### src/rtl/bike_pkg.sv
// -----------------------------------------------------------------------------
// bike_pkg
//   Shared definitions for the bike sensor front-end blocks.
//   - rc_state_e      : reed conditioner wheel state (stopped / running)
//   - BIKE_CLK_PER_MS : default clock cycles per millisecond (1 MHz system clock)
//   - BIKE_PERIOD_W   : width of millisecond period values, shared with Speed
// -----------------------------------------------------------------------------
package bike_pkg;

    localparam int BIKE_CLK_PER_MS = 1000;
    localparam int BIKE_PERIOD_W   = 13;

    typedef enum logic {
        RC_STOPPED = 1'b0,
        RC_RUNNING = 1'b1
    } rc_state_e;

endpackage : bike_pkg

### src/rtl/reed_conditioner_if.sv
// -----------------------------------------------------------------------------
// reed_conditioner_if
//   Signal bundle between the raw reed switch, the reed conditioner and its
//   consumers (distance, Speed).
//   reed         : raw, bouncy reed switch level (asynchronous to clock)
//   reed_pulse   : one-cycle pulse per accepted revolution
//   period_ms    : ms between the last two accepted pulses, 0 when stopped
//   period_valid : one-cycle strobe, period_ms updated this cycle
//   stopped      : wheel considered stopped
//   glitch_cnt   : saturating count of rejected edges (0 unless enabled)
//   Modports: slave = the conditioner, master = the environment around it.
// -----------------------------------------------------------------------------
interface reed_conditioner_if #(
    parameter int PERIOD_W = bike_pkg::BIKE_PERIOD_W
) ();

    logic                reed;
    logic                reed_pulse;
    logic [PERIOD_W-1:0] period_ms;
    logic                period_valid;
    logic                stopped;
    logic [7:0]          glitch_cnt;

    modport slave (
        input  reed,
        output reed_pulse,
        output period_ms,
        output period_valid,
        output stopped,
        output glitch_cnt
    );

    modport master (
        output reed,
        input  reed_pulse,
        input  period_ms,
        input  period_valid,
        input  stopped,
        input  glitch_cnt
    );

endinterface : reed_conditioner_if

### src/rtl/ms_prescaler.sv
// -----------------------------------------------------------------------------
// ms_prescaler
//   Free-running divider producing a one-cycle tick once per millisecond.
//   Counts 0..CLK_PER_MS-1; tick is high during the cycle the count wraps.
//   Ports:
//     clock : system clock
//     reset : asynchronous, active-high reset (count cleared)
//     tick  : one-cycle millisecond tick
// -----------------------------------------------------------------------------
module ms_prescaler #(
    parameter int CLK_PER_MS = bike_pkg::BIKE_CLK_PER_MS
) (
    input  logic clock,
    input  logic reset,
    output logic tick
);

    localparam int               CNT_W = (CLK_PER_MS > 1) ? $clog2(CLK_PER_MS) : 1;
    localparam logic [CNT_W-1:0] LAST  = CNT_W'(CLK_PER_MS - 1);

    logic [CNT_W-1:0] cnt_q;
    logic [CNT_W-1:0] cnt_d;

    // NOTE: every combinational output gets its default before any branch so no
    // path leaves it unassigned; an unassigned path would infer a latch.
    always_comb begin
        cnt_d = cnt_q + 1'b1;
        if (cnt_q == LAST) begin
            cnt_d = '0;
        end
    end

    // NOTE: state registers use non-blocking assignments so every flop samples
    // the pre-edge values of the others, independent of process order.
    always_ff @(posedge clock or posedge reset) begin
        if (reset) begin
            cnt_q <= '0;
        end else begin
            cnt_q <= cnt_d;
        end
    end

    assign tick = (cnt_q == LAST);

endmodule : ms_prescaler

### src/rtl/reed_conditioner.sv
// -----------------------------------------------------------------------------
// reed_conditioner
//   Reed switch front-end: 2-flop synchroniser, debouncer, lockout rate
//   limiter and revolution period measurement with stop detection.
//   Ports:
//     clock : system clock
//     reset : asynchronous, active-high reset
//     bus   : reed_conditioner_if.slave (reed in; reed_pulse, period_ms,
//             period_valid, stopped, glitch_cnt out)
//   Configuration:
//     REED_GLITCH_CNT_EN : when defined, glitch_cnt is an 8-bit saturating
//                          count of edges rejected by the lockout; otherwise
//                          glitch_cnt is tied to zero.
//   Latency: reed_pulse rises 2 + DEB_CYCLES + 1 cycles after the reed input
//   settles high.
// -----------------------------------------------------------------------------
module reed_conditioner
    import bike_pkg::*;
#(
    parameter int CLK_PER_MS = BIKE_CLK_PER_MS,
    parameter int DEB_CYCLES = 16,
    parameter int LOCKOUT_MS = 60,
    parameter int STOP_MS    = 4000,
    parameter int PERIOD_W   = BIKE_PERIOD_W
) (
    input  logic              clock,
    input  logic              reset,
    reed_conditioner_if.slave bus
);

    localparam int                  DEB_W     = (DEB_CYCLES > 1) ? $clog2(DEB_CYCLES) : 1;
    localparam logic [DEB_W-1:0]    DEB_LAST  = DEB_W'(DEB_CYCLES - 1);
    localparam int                  LOCK_W    = $clog2(LOCKOUT_MS + 1);
    localparam logic [LOCK_W-1:0]   LOCK_LOAD = LOCK_W'(LOCKOUT_MS);
    localparam logic [PERIOD_W-1:0] STOP_VAL  = PERIOD_W'(STOP_MS);

    logic tick;

    ms_prescaler #(
        .CLK_PER_MS (CLK_PER_MS)
    ) u_prescaler (
        .clock (clock),
        .reset (reset),
        .tick  (tick)
    );

    // Synchroniser and debouncer state
    logic             sync1_q, sync2_q;
    logic [DEB_W-1:0] deb_cnt_q, deb_cnt_d;
    logic             deb_level_q, deb_level_d;
    logic             deb_prev_q;

    // Lockout and measurement state
    logic [LOCK_W-1:0]   lockout_q, lockout_d;
    rc_state_e           state_q, state_d;
    logic [PERIOD_W-1:0] period_cnt_q, period_cnt_d;
    logic [PERIOD_W-1:0] period_ms_q, period_ms_d;
    logic                period_valid_q, period_valid_d;
    logic                pulse_q, pulse_d;

    logic                rise;
    logic                accept;
    logic [PERIOD_W-1:0] period_cnt_inc;

    // Debounce: the level only follows the synced input after DEB_CYCLES
    // consecutive differing samples; any agreeing sample restarts the count.
    always_comb begin
        deb_cnt_d   = '0;
        deb_level_d = deb_level_q;
        if (sync2_q != deb_level_q) begin
            if (deb_cnt_q == DEB_LAST) begin
                deb_level_d = ~deb_level_q;
            end else begin
                deb_cnt_d = deb_cnt_q + 1'b1;
            end
        end
    end

    assign rise   = deb_level_q & ~deb_prev_q;
    assign accept = rise && (lockout_q == '0);

    always_comb begin
        lockout_d = lockout_q;
        if (accept) begin
            lockout_d = LOCK_LOAD;
        end else if (tick && (lockout_q != '0)) begin
            lockout_d = lockout_q - 1'b1;
        end
    end

    // Period counter including this cycle's tick, so a pulse landing on the
    // STOP_MS tick reports STOP_MS rather than being lost to the timeout.
    assign period_cnt_inc = period_cnt_q + {{(PERIOD_W-1){1'b0}}, tick};

    always_comb begin
        state_d        = state_q;
        period_cnt_d   = period_cnt_q;
        period_ms_d    = period_ms_q;
        period_valid_d = 1'b0;
        pulse_d        = accept;
        unique case (state_q)
            RC_STOPPED: begin
                // First pulse after a stop has no reference edge: no period.
                if (accept) begin
                    state_d      = RC_RUNNING;
                    period_cnt_d = '0;
                end
            end
            RC_RUNNING: begin
                period_cnt_d = period_cnt_inc;
                if (accept) begin
                    period_ms_d    = period_cnt_inc;
                    period_valid_d = 1'b1;
                    period_cnt_d   = '0;
                end else if (tick && (period_cnt_inc == STOP_VAL)) begin
                    state_d        = RC_STOPPED;
                    period_ms_d    = '0;
                    period_valid_d = 1'b1;
                    period_cnt_d   = '0;
                end
            end
            default: begin
                state_d = RC_STOPPED;
            end
        endcase
    end

    always_ff @(posedge clock or posedge reset) begin
        if (reset) begin
            sync1_q        <= 1'b0;
            sync2_q        <= 1'b0;
            deb_cnt_q      <= '0;
            deb_level_q    <= 1'b0;
            deb_prev_q     <= 1'b0;
            lockout_q      <= '0;
            state_q        <= RC_STOPPED;
            period_cnt_q   <= '0;
            period_ms_q    <= '0;
            period_valid_q <= 1'b0;
            pulse_q        <= 1'b0;
        end else begin
            sync1_q        <= bus.reed;
            sync2_q        <= sync1_q;
            deb_cnt_q      <= deb_cnt_d;
            deb_level_q    <= deb_level_d;
            deb_prev_q     <= deb_level_q;
            lockout_q      <= lockout_d;
            state_q        <= state_d;
            period_cnt_q   <= period_cnt_d;
            period_ms_q    <= period_ms_d;
            period_valid_q <= period_valid_d;
            pulse_q        <= pulse_d;
        end
    end

    assign bus.reed_pulse   = pulse_q;
    assign bus.period_ms    = period_ms_q;
    assign bus.period_valid = period_valid_q;
    assign bus.stopped      = (state_q == RC_STOPPED);

`ifdef REED_GLITCH_CNT_EN
    logic       reject;
    logic [7:0] glitch_q;

    assign reject = rise & ~accept;

    always_ff @(posedge clock or posedge reset) begin
        if (reset) begin
            glitch_q <= 8'd0;
        end else if (reject && (glitch_q != 8'hFF)) begin
            glitch_q <= glitch_q + 8'd1;
        end
    end

    assign bus.glitch_cnt = glitch_q;
`else
    assign bus.glitch_cnt = 8'd0;
`endif

endmodule : reed_conditioner

### src/flat_wrapper.sv
// flat-port wrapper written by rule: the top's interface ports become plain ports
module reed_conditioner_flat import bike_pkg::*;
#(
    parameter int CLK_PER_MS = BIKE_CLK_PER_MS,
    parameter int DEB_CYCLES = 16,
    parameter int LOCKOUT_MS = 60,
    parameter int STOP_MS    = 4000,
    parameter int PERIOD_W   = BIKE_PERIOD_W
)
  (clock, reset, bus_reed, bus_reed_pulse, bus_period_ms, bus_period_valid, bus_stopped, bus_glitch_cnt);
  reed_conditioner_if #(.PERIOD_W(PERIOD_W)) bus_i ();
  input  logic clock;
  input  logic reset;
  input wire logic [$bits(bus_i.reed)-1:0] bus_reed;
  output wire logic [$bits(bus_i.reed_pulse)-1:0] bus_reed_pulse;
  output wire logic [$bits(bus_i.period_ms)-1:0] bus_period_ms;
  output wire logic [$bits(bus_i.period_valid)-1:0] bus_period_valid;
  output wire logic [$bits(bus_i.stopped)-1:0] bus_stopped;
  output wire logic [$bits(bus_i.glitch_cnt)-1:0] bus_glitch_cnt;
  assign bus_i.reed = bus_reed;
  assign bus_reed_pulse = bus_i.reed_pulse;
  assign bus_period_ms = bus_i.period_ms;
  assign bus_period_valid = bus_i.period_valid;
  assign bus_stopped = bus_i.stopped;
  assign bus_glitch_cnt = bus_i.glitch_cnt;
  reed_conditioner #(.CLK_PER_MS(CLK_PER_MS), .DEB_CYCLES(DEB_CYCLES), .LOCKOUT_MS(LOCKOUT_MS), .STOP_MS(STOP_MS), .PERIOD_W(PERIOD_W)) u_core (.clock(clock), .reset(reset), .bus(bus_i));
endmodule
### config.mk
export PLATFORM = sky130hd
export DESIGN_NAME = reed_conditioner_flat
export DESIGN_NICKNAME = d
export VERILOG_FILES = /design/src/rtl/bike_pkg.sv /design/src/rtl/reed_conditioner_if.sv /design/src/rtl/ms_prescaler.sv /design/src/rtl/reed_conditioner.sv /design/src/flat_wrapper.sv
export SDC_FILE = /design/constraint.sdc
export NUM_CORES = 1
export LEC_CHECK = 0
export ABC_AREA = 1
export ABC_CLOCK_PERIOD_IN_PS = 4900
export CAP_MARGIN = 30
export CORE_UTILIZATION = 55
export CTS_BUF_LIST = sky130_fd_sc_hd__clkbuf_4 sky130_fd_sc_hd__clkbuf_8
export CTS_CLUSTER_SIZE = 28
export DETAILED_ROUTE_END_ITERATION = 16
export DONT_BUFFER_PORTS = 1
export PLACE_DENSITY_LB_ADDON = 0.25
export SETUP_SLACK_MARGIN = 0.05
export SKIP_CTS_REPAIR_TIMING = 1
export SLEW_MARGIN = 20
export SYNTH_ARGS = -nofsm -noshare
export SYNTH_HDL_FRONTEND = slang
export SYNTH_SLANG_ARGS = --single-unit
### constraint.sdc
create_clock -name clock -period 4.9 [get_ports clock]
set_input_delay 0.98 -clock clock [delete_from_list [all_inputs] [get_ports clock]]
set_output_delay 0.98 -clock clock [all_outputs]
set_load 0.01 [all_outputs]
==> Yosys cells after proc, flatten, opt, wreduce, memory -nomap -nowiden <==
Cells that the tools add are included.
{ "op_classes": {"eq_ne": 5, "addsub": 4, "n_mux": 18, "n_reduce_logical": 9, "n_bitwise": 4} }
{ "op_table": {"columns": ["operator", "count"], "rows": [
  ["two-way mux 13 bit", 5],
  ["one-hot mux 13 bit (2 select lines)", 1],
  ["adder 13 x 1 -> 13 bit", 1],
  ["== test 13 x 12 -> 1 bit, second input constant", 1],
  ["two-way mux 6 bit", 2],
  ["adder 10 x 1 -> 10 bit, second input constant", 1],
  ["== test 10 bit, second input constant", 1],
  ["two-way mux 10 bit", 1],
  ["two-way mux 4 bit", 2],
  ["zero test 6 bit", 1],
  ["two-way mux 1 bit", 6],
  ["nonzero test 6 bit", 1],
  ["subtractor 6 x 1 -> 6 bit, second input constant", 1],
  ["adder 4 x 1 -> 4 bit, second input constant", 1],
  ["== test 4 bit, second input constant", 1],
  ["AND reduction 2 bit", 2],
  ["nonzero test 2 bit", 2],
  ["logical AND 1 bit", 3],
  ["NOT 1 bit", 3],
  ["!= test 2 x 1 -> 1 bit, second input constant", 1],
  ["one-hot mux 1 bit (2 select lines)", 1],
  ["AND 1 bit", 1],
  ["!= test 1 bit", 1]
]} }
{ "totals": {"inputBits": 3, "reg_bits": 53} }

==> Depth between registers and ports, before layout <==
{ "depth": {"ltp_word": 7, "ltp_mapped": 20, "mapped_depth_nobuf": 19} }

==> By module <==
Synthesis repeated with hierarchy kept, for this count alone.
{ "unflattened": {"cells_unflattened": 342, "area_unflattened_um2": 2887.8} }
{ "by_module_without_submodules": {"columns": ["module", "seq_area_each_um2", "instances", "cells_per_inst", "area_each_um2"], "rows": [
  ["reed_conditioner", 1076.0, 1, 259, 2309.7],
  ["ms_prescaler", 250.2, 1, 83, 578.1]
]} }

==> Worst setup path after synthesis <==
No wires, ideal clock.
{ "synth_timing": {"kind": "reg-to-reg", "from": "register u_core.u_prescaler.cnt_q[0]", "to": "register u_core.period_ms_q[0], in the netlist u_core.bus.period_ms[0]", "t_required_ns": 4.783, "stages_incl_launch_ff": 20, "arrival_ns": 2.260, "path_slack_ns": 2.523, "setup_time_ns": 0.117, "path_cell_list": "dfrtp_1 > ha_1 > nand2_1 > inv_1 > nand3b_1 > inv_1 > ha_1 > nand2_2 > nor2_1 > nand2_1 > nand3_1 > nor2_1 > nand2_1 > nor2_2 > nand2_2 > nand2_2 > nand2_4 > buf_6 > nand2_1 > nand2_1"} }
{ "synth_via": {"elab_chain_len": 6, "word_cells_on_any_way": 7, "cone_classes": "add/sub: 1; eq/ne: 2; mux: 1; reduce/logical: 3"} }
{ "synth_lines": {"columns": ["item", "line_no", "source"], "rows": [
  ["from (decl)", "ms_prescaler.sv:21", "logic [CNT_W-1:0] cnt_q;"],
  ["from (signal assigned)", "ms_prescaler.sv:39", "cnt_q <= cnt_d;"],
  ["== test 10 bit (*)", "ms_prescaler.sv:43", "assign tick = (cnt_q == LAST);"],
  ["adder 13 x 1 -> 13 bit", "reed_conditioner.sv:93", "assign period_cnt_inc = period_cnt_q + {{(PERIOD_W-1){1'b0}}, tick};"],
  ["== test 13 x 12 -> 1 bit", "reed_conditioner.sv:115", "end else if (tick && (period_cnt_inc == STOP_VAL)) begin"],
  ["logical AND 1 bit", "reed_conditioner.sv:115", null],
  ["nonzero test 2 bit (no line)", null, null],
  ["AND reduction 2 bit (no line)", null, null],
  ["to (signal assigned)", "reed_conditioner.sv:150", "period_ms_q <= period_ms_d;"],
  ["to (decl)", "reed_conditioner.sv:57", "logic [PERIOD_W-1:0] period_ms_q, period_ms_d;"]
]} }
Every way passes the cells marked *; elsewhere a longest branch is shown, timed or not.
A chain may end at the register's enable or synchronous reset.

==> Worst setup path in the final report <==
{ "layout_timing": {"from": "register u_core.u_prescaler.cnt_q[0]", "to": "register u_core.period_ms_q[2], in the netlist u_core.bus.period_ms[2]"} }
Same word-level chain as after synthesis.

==> results.py <==
metrics = {
    "die": {
        "core.rowCount": 24,
        "coreArea_um2": 4474,
        "die_h_um": 71.20,
        "dieArea_um2": 5069,
        "ioPinCount": 27,
        "die_w_um": 71.20,
        "start_util": 0.5886,
    },
    "clock_tree": {
        "clock_sinks": 53,
        "clk_pin_slew_ns": 0.09,
        "cts_tree": "yes",
        "h-tree-depth": 2,
        "cts_buffers": 5,
        "insertion_delay_ns": 0.31,
        "cts-root-buf": "clkbuf_8",
        "clockBufferDepth": 2,
    },
    "pwr": {
        "powerDensity_nw_per_um2": 259.0,
        "irDropWorstVdd_v": 0.0001882,
        "p_leak_uw": 0.001455,
        "p_total_uw": 712.5,
    },
    "synthesis": {
        "ys_top_cells_by_area": "dfrtp_1, nand2_1, nand3_1",
        "postSynthCellCount": 325,
        "synthDistinctLibCells": 31,
        "synth_area_leader_cell": "dfrtp_1",
        "ys_seq_elements": 53,
        "yosysSeqAreaShare": 0.5036,
        "synth.most_common_cell": "nand2_1",
        "synthTopCellsByCount": "nand2_1, dfrtp_1, inv_1",
        "synth_top_area_share": 0.5036,
        "synthArstFlopShare": 1.000,
        "synthFlopType": "dfrtp_1",
        "yosys_warnings": 0,
        "synth_area_um2": 2634,
        "synth.avg_cell_area_um2": 8.104,
        "synth_edf_count": 0,
    },
    "global_route": {
        "antenna_found_initial": 0,
        "grt_max_degree": 32,
        "grt_pass1_wl_um": 8535,
        "first_global_vias": 1890,
        "grtUsageTotal": 0.2179,
        "overflow": 0,
    },
    "drt": {
        "wl_met1_um": 2358,
        "drt_iter0_markers": 134,
        "first_pass_iters": 10,
        "wl_um": 4968,
        "drc": 3,
        "ant_nets": 0,
        "vias": 2051,
        "vias_per_cell": 5.369,
        "dr_wl_met2_um": 2246,
        "wire_per_inst_um": 13.01,
        "top_layer": "met4",
        "wl_met3_um": 301,
    },
    "sta": {
        "max_slew_margin": 0.6183,
        "setup_tns_ns": 0,
        "period_share": 0.5705,
        "setup_violations": 0,
        "fmax_mhz": 357.7,
        "hold_violations": 0,
        "grt_setup_unrepaired": "false",
        "slew_violations": 0,
        "period_minus_slack_ns": 2.796,
        "worst_pin_slew_ns": 0.5704,
        "finClkSkew_ns": 0.006657,
    },
    "finish": {
        "fin_area_um2": 2751,
        "nets": 337,
        "nFillCells": 387,
        "syn2layout_area_growth_pct": 4.466,
        "diodes": 0,
        "drive_gt1_frac": 0.06970,
    },
    "outcome": {
        "status": "finished, violations left",
        "violations": "design-rule violations",
    },
    "critical_path": {
        "cp.required_ns": 5.15,
        "critPathArrivalTime_ns": 3.04,
        "end_kind": "register",
        "path_class": "reg2reg",
        "cp-start-kind": "register",
        "crit_fanout": 14,
    },
    "job": {
        "drv_cap": 0,
    },
    "placement": {
        "hpwl_um": 3764,
        "portBuffers": 0,
        "place_area_um2": 2665,
        "gp_congestion": 0.9309,
    },
    "min_path": {
        "hold_path_class": "reg2reg",
    },
}
## final timing paths
| path | startpoint | to | slack, ns | cells after the start |
|---|---|---|---|---|
| max | u_core.u_prescaler.cnt_q[0]$_DFF_PP0_ | u_core.bus.period_ms[2]$_DFFE_PP0P_ | 2.10 | 18 |
| min | u_core.sync1_q$_DFF_PP0_ | u_core.sync2_q$_DFF_PP0_ | 0.35 | 0 |
| max reg2reg | u_core.u_prescaler.cnt_q[0]$_DFF_PP0_ | u_core.bus.period_ms[2]$_DFFE_PP0P_ | 2.10 | 18 |
| min reg2reg | u_core.sync1_q$_DFF_PP0_ | u_core.sync2_q$_DFF_PP0_ | 0.35 | 0 |
| max in group asynchronous | reset | u_core.deb_cnt_q[2]$_DFF_PP0_ | 3.78 | 2 |
| min in group asynchronous | reset | u_core.period_cnt_q[11]$_DFFE_PP0P_ | 0.58 | 1 |
## power breakdown
group	total (uW)	switching [uW]	leakage [uW]	internal, uW
logic	26.9	21.2	0.000692	5.70
clock network	240	141	0.0000439	98.8
registers	446	3.82	0.000719	442
total	712	166	0.00145	546
## stage by stage
stage / hold WS, ns / worst slack [ns] / util / instances
finish: 0.3543 / 2.104 / 0.6149 / 382
global route: 0.3725 / 1.700 / 0.6149 / 382
CTS: 0.3578 / 2.075 / 0.6149 / 382
detailed placement: 0.3365 / 2.107 / 0.5956 / 374
global placement: 0.3332 / 2.200 / 0.5912 / 373
floorplan: 0.3312 / 2.523 / - / 332
## worst max-delay path: stages (launching register included)
cell      delay [ns]
dfrtp_1         0.38
ha_1            0.20
nand2_1         0.10
inv_1           0.08
nand3b_1        0.17
inv_1           0.21
ha_1            0.25
nand2_2         0.11
nor2_1          0.24
nor2_1          0.07
nor2_1          0.20
nor2_1          0.07
nand3_1         0.08
nor2_1          0.05
nand2_2         0.10
nand2_2         0.10
nand2_4         0.17
nand2_1         0.07
nand2_1         0.06
## final cells by class
cell class                      instances  area (um2)  share of cell area
Multi-Input combinational cell        229        1107              0.4025
Clock buffer                            5       68.82             0.02501
Tap cell                               52       65.06             0.02365
Timing Repair Buffer                    1       20.02            0.007276
Sequential cell                        53        1326              0.4820
Clock inverter                          3       17.52            0.006367
Inverter                               39       146.4             0.05321
## state kept, by name, summed over array words and instances (netlist names)
| register | count |
|---|---|
| u_core.lockout_q | 6 |
| u_core.state_q | 1 |
| u_core.sync2_q | 1 |
| u_core.bus.reed_pulse | 1 |
| u_core.bus.period_valid | 1 |
| u_core.deb_prev_q | 1 |
| u_core.deb_cnt_q | 4 |
| u_core.sync1_q | 1 |
| u_core.period_cnt_q | 13 |
| u_core.bus.period_ms | 13 |
| u_core.u_prescaler.cnt_q | 10 |
| u_core.deb_level_q | 1 |
## kinds of logic after synthesis
group	count (synthesis)	synth area share
flip-flops	53	0.5036
XOR/XNOR	6	0.01995
other	1	0.001424
AND/OR/NAND/NOR	182	0.3074
buffers and inverters	50	0.08598
adder cells (fa/ha/maj)	5	0.02375
AO/OA/AOI/OAI	28	0.05796
## layout by cell type, fill, tap and decap left out, types with 7 or more instances in the layout
cell     Yosys  final
conb_1       1      8
dfrtp_1     53     53
o21ai_0     12     12
a21oi_1      7      7
nand3_1     34     34
inv_1       38     37
nand2_1     87     87
nor2_1      35     35
## layer usage
metal | global-route usage | vias to the layer above
met1 | 0.3025 | 960
met3 | 0.05271 | 8
met4 | 0.06667 | 0
li1 | - | 1027
met2 | 0.3407 | 56
met5 | 0 | -
No activity file was read; power rests on OpenSTA's default activity.
